## src/rtl/accelerator_dnc_pkg.sv

```systemverilog
// accelerator_dnc_pkg: shared FSM states, constants and default widths for the DNC accelerator key path.
package accelerator_dnc_pkg;
    localparam int DATA_SIZE_DEF = 64;
    localparam int CONTROL_SIZE_DEF = 64;
    typedef enum logic [1:0] {IDLE, LOAD, STREAM} state_t;
    localparam logic [CONTROL_SIZE_DEF-1:0] CONTROL_ZERO = '0;
    localparam logic [CONTROL_SIZE_DEF-1:0] CONTROL_ONE = 1;
    localparam logic [DATA_SIZE_DEF-1:0] DATA_ZERO = '0;
    localparam logic [DATA_SIZE_DEF-1:0] DATA_ONE = 1;
endpackage

```

## src/rtl/accelerator_write_key_transmitter_if.sv

```systemverilog
// accelerator_write_key_transmitter_if: controller load side and write-head key stream side of the transmitter.
// REPLAY is present only with ACCELERATOR_WRITE_KEY_TRANSMITTER_REPLAY_EN.
interface accelerator_write_key_transmitter_if
    import accelerator_dnc_pkg::*;
#(parameter int DATA_SIZE = DATA_SIZE_DEF);
    logic START, READY, ERROR, K_IN_ENABLE, K_OUT_STALL, K_OUT_ENABLE;
    logic [DATA_SIZE-1:0] K_IN, SIZE_W_IN, K_OUT;
`ifdef ACCELERATOR_WRITE_KEY_TRANSMITTER_REPLAY_EN
    logic REPLAY;
`endif
    modport master(
        output START, K_IN_ENABLE, K_IN, SIZE_W_IN, K_OUT_STALL,
`ifdef ACCELERATOR_WRITE_KEY_TRANSMITTER_REPLAY_EN
        output REPLAY,
`endif
        input READY, ERROR, K_OUT_ENABLE, K_OUT
    );
    modport slave(
        input START, K_IN_ENABLE, K_IN, SIZE_W_IN, K_OUT_STALL,
`ifdef ACCELERATOR_WRITE_KEY_TRANSMITTER_REPLAY_EN
        input REPLAY,
`endif
        output READY, ERROR, K_OUT_ENABLE, K_OUT
    );
endinterface

```

## src/rtl/accelerator_key_buffer.sv

```systemverilog
// accelerator_key_buffer: key register file, one synchronous write port and an enabled, resettable registered read port.
module accelerator_key_buffer #(
    parameter int DATA_SIZE = 64,
    parameter int ADDR_SIZE = 4
) (
    input  logic                 CLK,
    input  logic                 RST,
    input  logic                 wr_en,
    input  logic [ADDR_SIZE-1:0] wr_addr,
    input  logic [DATA_SIZE-1:0] wr_data,
    input  logic                 rd_en,
    input  logic [ADDR_SIZE-1:0] rd_addr,
    output logic [DATA_SIZE-1:0] rd_data
);
    logic [DATA_SIZE-1:0] mem [2**ADDR_SIZE];
    always_ff @(posedge CLK)
        if (wr_en) mem[wr_addr] <= wr_data;
    // The read register is the visible K_OUT: it resets to zero and holds while not enabled.
    always_ff @(posedge CLK or posedge RST)
        if (RST) rd_data <= '0;
        else if (rd_en) rd_data <= mem[rd_addr];
endmodule

```

## src/rtl/accelerator_write_key_transmitter.sv

```systemverilog
// accelerator_write_key_transmitter: buffers a W-element write key, then streams it one element per unstalled cycle.
// Optional ACCELERATOR_WRITE_KEY_TRANSMITTER_REPLAY_EN re-streams the last accepted vector without reloading.
module accelerator_write_key_transmitter
    import accelerator_dnc_pkg::*;
#(
    parameter int DATA_SIZE = DATA_SIZE_DEF,
    parameter int CONTROL_SIZE = CONTROL_SIZE_DEF,
    parameter int ADDR_SIZE = 4
) (
    input logic CLK,
    input logic RST,
    accelerator_write_key_transmitter_if.slave bus
);
    localparam logic [CONTROL_SIZE-1:0] C0 = CONTROL_SIZE'(CONTROL_ZERO);
    localparam logic [CONTROL_SIZE-1:0] C1 = CONTROL_SIZE'(CONTROL_ONE);
    localparam logic [CONTROL_SIZE-1:0] DEPTH = C1 << ADDR_SIZE;
    state_t state, state_nxt;
    logic [CONTROL_SIZE-1:0] load_idx, load_idx_nxt, send_idx, send_idx_nxt, size_w_int, size_w_nxt, size_w_in;
    logic ready_nxt, error_nxt, enable_nxt, replay;
    assign size_w_in = CONTROL_SIZE'(bus.SIZE_W_IN);
`ifdef ACCELERATOR_WRITE_KEY_TRANSMITTER_REPLAY_EN
    assign replay = bus.REPLAY;
`else
    assign replay = 1'b0;
`endif
    always_comb begin
        state_nxt = state;
        load_idx_nxt = load_idx;
        send_idx_nxt = send_idx;
        size_w_nxt = size_w_int;
        ready_nxt = 1'b0;
        error_nxt = 1'b0;
        enable_nxt = 1'b0;
        case (state)
            IDLE:
                if (bus.START) begin
                    if (size_w_in == C0 || size_w_in > DEPTH) error_nxt = 1'b1;
                    else begin
                        size_w_nxt = size_w_in;
                        load_idx_nxt = C0;
                        state_nxt = LOAD;
                    end
                end else if (replay) begin
                    // size_w_int stays zero until a START is accepted, so it marks "nothing to replay".
                    if (size_w_int == C0) error_nxt = 1'b1;
                    else begin
                        send_idx_nxt = C0;
                        state_nxt = STREAM;
                    end
                end
            LOAD:
                if (bus.K_IN_ENABLE) begin
                    if (load_idx == size_w_int - C1) begin
                        send_idx_nxt = C0;
                        state_nxt = STREAM;
                    end else load_idx_nxt = load_idx + C1;
                end
            STREAM:
                if (!bus.K_OUT_STALL) begin
                    enable_nxt = 1'b1;
                    if (send_idx == size_w_int - C1) begin
                        ready_nxt = 1'b1;
                        state_nxt = IDLE;
                    end else send_idx_nxt = send_idx + C1;
                end
            default: state_nxt = IDLE;
        endcase
    end
    always_ff @(posedge CLK or posedge RST)
        if (RST) begin
            state <= IDLE;
            load_idx <= C0;
            send_idx <= C0;
            size_w_int <= C0;
            bus.READY <= 1'b0;
            bus.ERROR <= 1'b0;
            bus.K_OUT_ENABLE <= 1'b0;
        end else begin
            state <= state_nxt;
            load_idx <= load_idx_nxt;
            send_idx <= send_idx_nxt;
            size_w_int <= size_w_nxt;
            bus.READY <= ready_nxt;
            bus.ERROR <= error_nxt;
            bus.K_OUT_ENABLE <= enable_nxt;
        end
    accelerator_key_buffer #(.DATA_SIZE(DATA_SIZE), .ADDR_SIZE(ADDR_SIZE)) u_buf (
        .CLK(CLK),
        .RST(RST),
        .wr_en(state == LOAD && bus.K_IN_ENABLE),
        .wr_addr(load_idx[ADDR_SIZE-1:0]),
        .wr_data(bus.K_IN),
        .rd_en(state == STREAM && !bus.K_OUT_STALL),
        .rd_addr(send_idx[ADDR_SIZE-1:0]),
        .rd_data(bus.K_OUT)
    );
endmodule

```

## src/flat_wrapper.sv

```systemverilog
// flat-port wrapper written by rule: the top's interface ports become plain ports
module accelerator_write_key_transmitter_flat import accelerator_dnc_pkg::*;
#(
    parameter int DATA_SIZE = DATA_SIZE_DEF,
    parameter int CONTROL_SIZE = CONTROL_SIZE_DEF,
    parameter int ADDR_SIZE = 4
)
  (CLK, RST, bus_START, bus_K_IN_ENABLE, bus_K_IN, bus_SIZE_W_IN, bus_K_OUT_STALL, bus_READY, bus_ERROR, bus_K_OUT_ENABLE, bus_K_OUT);
  accelerator_write_key_transmitter_if #(.DATA_SIZE(DATA_SIZE)) bus_i ();
  input logic CLK;
  input logic RST;
  input wire logic [$bits(bus_i.START)-1:0] bus_START;
  input wire logic [$bits(bus_i.K_IN_ENABLE)-1:0] bus_K_IN_ENABLE;
  input wire logic [$bits(bus_i.K_IN)-1:0] bus_K_IN;
  input wire logic [$bits(bus_i.SIZE_W_IN)-1:0] bus_SIZE_W_IN;
  input wire logic [$bits(bus_i.K_OUT_STALL)-1:0] bus_K_OUT_STALL;
  output wire logic [$bits(bus_i.READY)-1:0] bus_READY;
  output wire logic [$bits(bus_i.ERROR)-1:0] bus_ERROR;
  output wire logic [$bits(bus_i.K_OUT_ENABLE)-1:0] bus_K_OUT_ENABLE;
  output wire logic [$bits(bus_i.K_OUT)-1:0] bus_K_OUT;
  assign bus_i.START = bus_START;
  assign bus_i.K_IN_ENABLE = bus_K_IN_ENABLE;
  assign bus_i.K_IN = bus_K_IN;
  assign bus_i.SIZE_W_IN = bus_SIZE_W_IN;
  assign bus_i.K_OUT_STALL = bus_K_OUT_STALL;
  assign bus_READY = bus_i.READY;
  assign bus_ERROR = bus_i.ERROR;
  assign bus_K_OUT_ENABLE = bus_i.K_OUT_ENABLE;
  assign bus_K_OUT = bus_i.K_OUT;
  accelerator_write_key_transmitter #(.DATA_SIZE(DATA_SIZE), .CONTROL_SIZE(CONTROL_SIZE), .ADDR_SIZE(ADDR_SIZE)) u_core (.CLK(CLK), .RST(RST), .bus(bus_i));
endmodule
```

## config.mk

```make
export PLATFORM = sky130hd
export DESIGN_NAME = accelerator_write_key_transmitter_flat
export DESIGN_NICKNAME = d
export VERILOG_FILES = /design/src/rtl/accelerator_dnc_pkg.sv /design/src/rtl/accelerator_write_key_transmitter_if.sv /design/src/rtl/accelerator_key_buffer.sv /design/src/rtl/accelerator_write_key_transmitter.sv /design/src/flat_wrapper.sv
export SDC_FILE = /design/constraint.sdc
export NUM_CORES = 2
export LEC_CHECK = 0
export ABC_AREA = 1
export CORE_ASPECT_RATIO = 0.9
export CORE_MARGIN = 1
export CORE_UTILIZATION = 55
export CTS_BUF_LIST = sky130_fd_sc_hd__clkbuf_8
export CTS_CLUSTER_DIAMETER = 100
export DETAILED_ROUTE_END_ITERATION = 12
export GPL_TIMING_DRIVEN = 0
export HOLD_SLACK_MARGIN = 0.05
export PLACE_DENSITY = 0.79
export SYNTH_ARGS = -nofsm -noshare
export SYNTH_HDL_FRONTEND = slang
export SYNTH_SLANG_ARGS = --single-unit
```

## constraint.sdc

```tcl
create_clock -name CLK -period 8.2 [get_ports CLK]
set_input_delay 0.82 -clock CLK [delete_from_list [all_inputs] [get_ports CLK]]
set_output_delay 0.82 -clock CLK [all_outputs]
set_load 0.005 [all_outputs]
```

==> reports/qor.csv <==
stage;metric;value;unit
route;viasPerCell;6.27;
yosys;yosysWarningCount;0;
yosys;synth.avg_cell_area;9.96;um^2
floorplanning;start_util;0.555;
yosys;synth_compound_area_frac;0.0909;
setup_path;critical_path_arrival;6.27;ns
setup_path;path_max_fanout;11;
layout;post_layout_inst_area;67600;um^2
setup_path;critical_path.startpoint_type;flip-flop;
yosys;ys_seq_area_frac;0.636;
floorplanning;chipWidth;346;um
timing;final_period_minus_worst_setup_slack;5.35;ns
yosys;synthArstFlopShare;0.203;
timing;finalCritPeriodShare;0.653;
global_route;grtUsageTotal;0.391;
yosys;synthCells;5889;
floorplanning;fp.coreArea;106000;um^2
route;drt_iter0_drc;7995;
route;drt_drc_violations_left;0;
route;wirelength;215000;um
timing;fmaxAchievable;187;MHz
clock_tree;cts_tree;built;
route;firstDrtPassIters;7;
floorplanning;row_count;113;
timing;hold_vio_cnt_final;0;
power;leakagePower;0.0246;uW
yosys;number_of_distinct_library_cell_variants_in_the_gate_level_netlist_after_synthesis;40;
clock_tree;cts-htree-levels;4;
setup_path;cp-end-kind;flip-flop;
timing;max-slew-margin-rel;-0.00353;
placement;post-place-cells;7527;
global_route;pin_count_of_the_biggest_net_entering_global_routing;99;
status;status;finished with violations;
placement;port-buffer-count;199;
setup_path;critical_path_class;reg2reg;
status;failed_checks;max-capacitance violations, max-slew violations;
yosys;yosys.area_share.simple;0.202;
global_route;number_of_antenna_violations_at_the_first_check_in_global_routing;16;
yosys;ys_seq_elements;1285;
job;maxCapViolations;1;
clock_tree;post_cts_buffers;0;
layout;postLayoutCoreUtil;0.640;
route;vias;49519;
yosys;post_synth_fa_ha_maj_area_fraction;0.00128;
layout;layout.cells.most_common;nor2_1;
timing;worst_pin_slew;1.51;ns
global_route;global_route_congestion_overflow_total;0;
yosys;synthMuxAreaShare;0.0123;
hold_path;worstHoldPathType;in2async;
yosys;synthFlopType;edfxtp_1;
power;cellPowerDensity;206;nW/um^2
timing;setup_viol;0;
floorplanning;dieHeight;312;um
power;peakVddDrop;259;uV
route;routedWlPerCell;27.2;um
clock_tree;clock_path_buffers;3;
clock_tree;worst_setup_hold_path_clk_slew;0.07;ns
floorplanning;ios;200;
yosys;mappedNetlistArea;58700;um^2
placement;gp_congestion;1.12;
timing;grt_setup_unrepaired;false;
clock_tree;hold_buffers;0;
yosys;synth-edff-count;1024;
placement;post-dp-hpwl;158000;um
layout;area_delta_synth_final;15.3;%
placement;dpl-instance-area;63500;um^2
route;route.antenna.remaining_nets;0;
timing;skew;0.0636;ns
clock_tree;cts_resized;0;
layout;post_layout_instance_count_excluding_filler_cells;7898;
clock_tree;clkLatencyLatePin;0.98;ns
yosys;main_combinational_cell_family_by_area_after_synthesis;simple AND/OR/NAND/NOR gates;
clock_tree;cts_sinks;1285;
clock_tree;cts_buffers;195;
floorplanning;die_area;108000;um^2
global_route;grt_pass1_vias;46717;
layout;nNetsFinal;6483;
timing;timing.final.max_slew_violations;10;
global_route;grt_first_pass_wirelength;306000;um
layout;layout.cells.most_common_list;nor2_1, edfxtp_1, nand2_1, o21ai_0, inv_1;
setup_path;timing.critical_path.required;9.11;ns
clock_tree;cts-root-buf;clkbuf_8;
yosys;synthXorXnorAreaFrac;0.0196;
yosys;synth_nets;6028;
layout;drive_gt1_frac;0.0716;
==> Yosys cell counts (6+ instances only) <==
cell type     n  area, um^2
nor2_1     1238        4650
edfxtp_1   1024       30700
nand2_1    1023        3840
o21ai_0     644        3220
nand3_1     312        1560
o22ai_1     304        1900
inv_1       272        1020
dfrtp_1     261        6530
clkbuf_1    244         916
xor2_1      126        1100
nand4_1     113         707
nor3_1       74         370
mux2_2       64         721
nor4_1       28         175
buf_1        20        75.1
nand3b_1     20         150
o32ai_1      17         149
buf_4        14         105
buf_2        11        55.1
nor2_2       10        62.6
nor4b_1      10        87.6
buf_6         8        90.1
nor2_4        7        78.8
ha_1          6        75.1
==> final timing paths <==
| path | from | slack [ns] | cells after the start | to |
|---|---|---|---|---|
| max | u_core.send_idx[0] | 2.85 | 9 | u_core.u_buf.rd_data[1] |
| min | RST | 0.37 | 2 | u_core.u_buf.rd_data[10] |
| max reg2reg | u_core.send_idx[0] | 2.85 | 9 | u_core.u_buf.rd_data[1] |
| min reg2reg | u_core.u_buf.rd_data[61] | 0.50 | 1 | u_core.u_buf.rd_data[61] |
| max in group asynchronous | RST | 6.78 | 3 | u_core.size_w_int[41] |
| min in group CLK | bus_SIZE_W_IN[1] | 0.48 | 3 | u_core.size_w_int[1] |
==> through the flow <==
stage          setup TNS [ns]  total power (uW)  hold WS [ns]  worst slack [ns]
2_1_floorplan               0              7980         0.464             0.196
3_3_place_gp         -1766.97              8390         0.490             -4.56
3_5_place_dp                0              8470         0.491              3.28
4_1_cts                     0             13900         0.380              3.32
5_1_grt                     0             14200         0.416              3.04
6_report                    0             13900         0.373              2.85
==> registers in the layout (all words and copies together), names as in the netlist <==
name and count:
u_core.u_buf.mem 1024, u_core.load_idx 64, u_core.send_idx 64, u_core.size_w_int 64
u_core.u_buf.rd_data 64, u_core.state 2, u_core.bus.ERROR 1, u_core.bus.K_OUT_ENABLE 1
u_core.bus.READY 1
==> where the power goes <==
group / internal [uW] / switching, uW / leakage [uW] / total [uW]
registers: 7420 / 108 / 0.0126 / 7530
clock network: 2850 / 2700 / 0.00232 / 5550
logic: 241 / 602 / 0.00977 / 843
==> logic make-up (layout without fill, tap and decap cells) <==
family	after synthesis	count (layout)
other	0	9
flip-flops	1285	1285
multiplexers	64	64
adder cells (fa/ha/maj)	6	6
AND/OR/NAND/NOR	2857	2857
AO/OA/AOI/OAI	975	975
XOR/XNOR	131	131
buffers and inverters	571	1191
==> critical path, cell delays in order (launching register included) <==
cell and delay [ns]:
dfrtp_1 0.53, clkbuf_1 1.01, clkbuf_1 0.79, clkbuf_1 0.93
clkbuf_1 0.72, nor2_1 0.15, o22ai_1 0.16, nor2_1 0.07
o32ai_1 0.66, mux2_2 0.29
==> metal layers <==
metal / track usage / part of all wire
met5: 0 / 0.00057
met4: 0.193 / 0.054
met3: 0.107 / 0.13
met2: 0.600 / 0.45
met1: 0.515 / 0.37
==> final cells by class <==
| cell class | instances | area [um^2] |
|---|---|---|
| Antenna cell | 9 | 22.5 |
| Timing Repair Buffer | 258 | 3010 |
| Sequential cell | 1285 | 37300 |
| Inverter | 274 | 1040 |
| Clock inverter | 135 | 965 |
| Tap cell | 1380 | 1730 |
| Clock buffer | 227 | 3120 |
| Fill cell | 8154 | 38000 |
| Multi-Input combinational cell | 4033 | 19200 |
| Buffer | 297 | 1240 |
(Power assumes the default switching activity.)
